[config.mk]
export PLATFORM = sky130hd
export DESIGN_NAME = pipeline_hazard_ctrl
export DESIGN_NICKNAME = d
export VERILOG_FILES = /design/src/rtl/pipeline_hazard_ctrl.sv
export SDC_FILE = /design/constraint.sdc
export NUM_CORES = 1
export LEC_CHECK = 0
export ABC_CLOCK_PERIOD_IN_PS = 2540
export CORE_MARGIN = 2
export CORE_UTILIZATION = 48
export CTS_BUF_LIST = sky130_fd_sc_hd__clkbuf_16
export DETAILED_ROUTE_END_ITERATION = 10
export GPL_TIMING_DRIVEN = 0
export HOLD_SLACK_MARGIN = 0.03
export PLACE_DENSITY_LB_ADDON = 0.3
export SLEW_MARGIN = 5
export SYNTH_ARGS = -nofsm -noshare
export SYNTH_HDL_FRONTEND = slang
export SYNTH_SLANG_ARGS = --single-unit
[constraint.sdc]
create_clock -name clk_i -period 2.54 [get_ports clk_i]
set_input_delay 0.635 -clock clk_i [delete_from_list [all_inputs] [get_ports clk_i]]
set_output_delay 0.635 -clock clk_i [all_outputs]
set_load 0.01 [all_outputs]
[src/rtl/pipeline_hazard_ctrl.sv]
// pipeline_hazard_ctrl: load-use, branch-flush and data-memory-wait hazard control with timeout and stall statistics
module pipeline_hazard_ctrl #(
  parameter logic [7:0] WAIT_LIMIT = 8'd16,
  parameter int         CNT_W      = 16
) (
  input  logic             clk_i,
  input  logic             rst_i,
  input  logic [4:0]       IFID_RS1addr_i,
  input  logic [4:0]       IFID_RS2addr_i,
  input  logic             IDEX_MemRead_i,
  input  logic [4:0]       IDEX_Rd_i,
  input  logic             Branch_i,
  input  logic             mem_req_i,
  input  logic             mem_ack_i,
  output logic             PCWrite_o,
  output logic             IFID_Write_o,
  output logic             IFID_Flush_o,
  output logic             IDEX_Bubble_o,
  output logic             Freeze_o,
  output logic             err_o,
  output logic [1:0]       state_o,
  output logic [CNT_W-1:0] stall_cnt_o,
  output logic [CNT_W-1:0] lu_cnt_o
);
  typedef enum logic [1:0] {RUN = 2'd0, MEM_WAIT = 2'd1, ERROR = 2'd2} state_t;
  state_t           state_q, state_d;
  logic [7:0]       wcnt_q, wcnt_d;
  logic [CNT_W-1:0] stall_cnt_q, stall_cnt_d, lu_cnt_q, lu_cnt_d;
  logic             f, l, pending;
  // hazard decode: freeze dominates load-use, which dominates branch flush
  always_comb begin
    pending       = mem_req_i & ~mem_ack_i;
    f             = pending | (state_q == ERROR);
    l             = ~f & IDEX_MemRead_i & (|IDEX_Rd_i) &
                    ((IDEX_Rd_i == IFID_RS1addr_i) | (IDEX_Rd_i == IFID_RS2addr_i));
    Freeze_o      = f;
    IDEX_Bubble_o = l;
    PCWrite_o     = ~f & ~l;
    IFID_Write_o  = ~f & ~l;
    IFID_Flush_o  = Branch_i & ~f & ~l;
    err_o         = state_q == ERROR;
    state_o       = state_q;
    stall_cnt_o   = stall_cnt_q;
    lu_cnt_o      = lu_cnt_q;
  end
  // memory-wait FSM with timeout, plus saturating stall statistics
  always_comb begin
    wcnt_d      = 8'd0;
    state_d     = RUN;
    stall_cnt_d = (f & ~(&stall_cnt_q)) ? stall_cnt_q + CNT_W'(1) : stall_cnt_q;
    lu_cnt_d    = (l & ~(&lu_cnt_q)) ? lu_cnt_q + CNT_W'(1) : lu_cnt_q;
    if (state_q == ERROR)
      state_d = ERROR;
    else if (state_q == RUN)
      state_d = pending ? MEM_WAIT : RUN;
    else if (pending & (wcnt_q == WAIT_LIMIT - 8'd1))
      state_d = ERROR;
    else if (pending) begin
      state_d = MEM_WAIT;
      wcnt_d  = wcnt_q + 8'd1;
    end
  end
  // state register with synchronous reset
  always_ff @(posedge clk_i) begin
    if (rst_i) begin
      state_q     <= RUN;
      wcnt_q      <= 8'd0;
      stall_cnt_q <= '0;
      lu_cnt_q    <= '0;
    end else begin
      state_q     <= state_d;
      wcnt_q      <= wcnt_d;
      stall_cnt_q <= stall_cnt_d;
      lu_cnt_q    <= lu_cnt_d;
    end
  end
endmodule

==> results_dict.tcl <==
set metrics [dict create \
    drive_gt1_share_pct 14.0 \
    cts_max_level 2 \
    grt-ovfl-total 0 \
    finalCritPeriodShare_pct 97.1 \
    grt_pass1_vias 2007 \
    ys_types 39 \
    grt.total_usage_pct 22.2 \
    insertedDiodeCount 0 \
    seqCellArea_um2 841 \
    power_frac_comb_pct 8.8 \
    synthArstFlopShare_pct 0 \
    hp-start "wcnt_q[0]" \
    setup.worst_path.class "in -> out" \
    slowest_stage "dlygate4sd2_1" \
    yosysSeqAreaShare_pct 37.5 \
    boundaryPins 61 \
    postCtsHoldBufs 0 \
    p_int_uw 1190 \
    max_stage_delay_ns 0.24 \
    area_growth_pct 39.6 \
    cts_buffer_depth 2 \
    drc 0 \
    cts_made_buffers 5 \
    yosysWarnings 0 \
    netlist_instances 262 \
    vias 2187 \
    final_core_util_pct 70.9 \
    gp_congestion 0.878 \
    pwr_density_cell_nw_per_um2 491 \
    worstMarginPinSlew_ns 0.649 \
    clock_sinks 42 \
    clk-insertion-delay-late_ns 0.29 \
    die_height_um 72.3 \
    fin_skew_ns 0.00362 \
    antenna_found_initial 0 \
    pwr-share-clk_pct 47.8 \
    final_cell_mix "42 x dfxtp_1, 38 x clkdlybuf4s50_1, 37 x nor2_1" \
    grt_pass1_wl_um 9030 \
    hold_depth 1 \
    dr.pass1.iters 4 \
    setup_violations 0 \
    ant_nets 0 \
    avgSynthCellArea_um2 8.55 \
    design_area_um2 3130 \
    fin_crit_ns 2.47 \
    hold_class "reg -> reg" \
    first_iter_violations 139 \
    cts_root_buf "clkbuf_16" \
    post_drt_via_cell_ratio 5.65 \
    holdPathEnd "wcnt_q[0]" \
    hold-worst-slack_ns 0.449 \
    routed_wl_um 5670 \
    p_sw_share_pct 22.5 \
    ir_worst_vdd_v 0.000424 \
    cp_cell_sequence "dlygate4sd2_1, xor2_1, nor3_2, a22oi_2, buf_6, nor2_4, nor3b_2, buf_2" \
    seq_power_share_pct 43.4 \
    r2r_cells 7 \
    p_switching_uw 346 \
    reg2reg_from "lu_cnt_o[0]" \
    core_um2 4410 \
    dieWidth_um 72.3 \
    synth_edf_count 0 \
    cts_tree "done" \
    port_buffers 60 \
    critPathMaxFanout 3 \
    avgRoutedWirePerCell_um 14.6 \
    cp.arrival_ns 1.83 \
    finalHoldViolCount 0 \
    nets 358 \
    post_dp_cell_area_um2 2910 \
    synth_ff_type "dfxtp_1" \
    rr_endpoint "lu_cnt_o[6]" \
    final_common_cell "dfxtp_1" \
    ys_seq_elements 42 \
    syn_area_um2 2240 \
    core.rowCount 24 \
    max-slew-margin-rel_pct 56.1 \
    rrSetupSlack_ns 0.56 \
    final-max-slew-violation-count 0 \
    power_uw 1540 \
    start_kind "input port" \
    die_area_um2 5230 \
    cap_viol_max_count 0 \
    status "finished, final reports clean" \
    required_ns 1.90 \
    multi_input_area_um2 1380 \
    grt_max_degree 15 \
    n_fill_cell 341 \
    syn-num-nets 286 \
    path_clk_slew_ns 0.06 \
    rsz0062_at_grt "false" \
    start_util_pct 50.8 \
    leakage_uw 0.00114 \
    dp_hpwl_um 3940 \
    end_kind "output pin" \
    fmax_mhz 406 \
]
## cell usage after synthesis (3+ instances only)
cell / number / area (µm²)
a21oi_1: 13 / 65.1
and2_1: 5 / 31.3
and3_1: 6 / 37.5
and4_1: 5 / 43.8
clkbuf_1: 6 / 22.5
dfxtp_1: 42 / 841
ha_1: 3 / 37.5
inv_1: 4 / 15.0
mux2_2: 5 / 56.3
nand2_1: 13 / 48.8
nand2b_1: 4 / 25.0
nand3_1: 12 / 60.1
nand4_1: 7 / 43.8
nor2_1: 40 / 150
nor2b_1: 6 / 37.5
nor3_1: 3 / 15.0
nor4_1: 6 / 37.5
o211ai_1: 5 / 37.5
o21ai_0: 3 / 15.0
o31ai_1: 10 / 75.1
or4_1: 11 / 82.6
xnor2_1: 9 / 78.8
xor2_1: 22 / 193
## through the flow
step	setup WS (ns)	instances	setup TNS, ns
3_5_place_dp	-1.04	374	-6.60
6_report	0.0745	387	0
4_1_cts	0.000810	387	0
5_1_grt	0.00145	387	0
3_3_place_gp	-1.01	374	-5.22
2_1_floorplan	0.0336	262	0
## layer usage
layer  wire [µm]  global-route usage [%]
met5           0                       0
met4         106                    8.81
met3         332                    5.56
met2        2680                    37.5
met1        2550                    26.9
## kinds of logic after synthesis
family                     after synthesis  share of synthesized area (%)
DFF                                     42                           37.5
adders and majority gates                3                           1.68
buffers and inverters                   15                           3.18
muxes                                    7                           3.41
xor gates and xnor gates                31                           12.1
and+or+nand+nor                        127                           30.8
AOI/OAI and AO/OA                       37                           11.3
## how the worst max path moves through the flow
stage / start / cells past startpoint / endpoint / slack [ns]
finish: IFID_RS1addr_i[4] / 8 / IFID_Flush_o / 0.07
global route: IFID_RS1addr_i[4] / 8 / IFID_Flush_o / 0.001
CTS: IFID_RS1addr_i[4] / 7 / IDEX_Bubble_o / 0.0008
detailed placement: mem_ack_i / 9 / PCWrite_o / -1.04
global placement: mem_ack_i / 9 / PCWrite_o / -1.01
floorplan: mem_ack_i / 7 / PCWrite_o / 0.03
## registers in the layout, summed over array words and instances, names as in the netlist, named ones only
signal,cells
lu_cnt_o,16
stall_cnt_o,16
wcnt_q,8
state_o,1
## worst max-delay path, delay by kind of cell
kind	cells	cell delay, ns
buffers and inverters	3	0.54
xor gates and xnor gates	1	0.18
AOI/OAI and AO/OA	1	0.24
and+or+nand+nor	3	0.24
## cell type report
cell class	instances	share of cell area, %
flip-flops and latches	42	26.9
clock inverters	3	1.44
inverters	4	0.480
clock buffers	5	4.00
plain buffers	10	1.88
repair buffers	66	19.2
multi-input cells	205	44.1
well taps	52	2.08
## power by group through the flow
| stage | Sequential, µW | Clock, µW | Combinational (µW) |
|---|---|---|---|
| finish | 666 | 734 | 136 |
| global placement | 680 | 0 | 126 |
| CTS | 666 | 749 | 135 |
| detailed placement | 681 | 0 | 129 |
| floorplan | 682 | 0 | 60.1 |
| global route | 666 | 770 | 147 |
## what timing repair did
action | 4_1_cts | 5_1_grt
endpoints found under the hold margin | 0 | 0
gates resized for setup | 51 | 12
setup endpoints to repair | 5 | 5
pin swaps | 11 | 8
setup buffers | 6 | 0
Power figures use the tool's default switching activity.
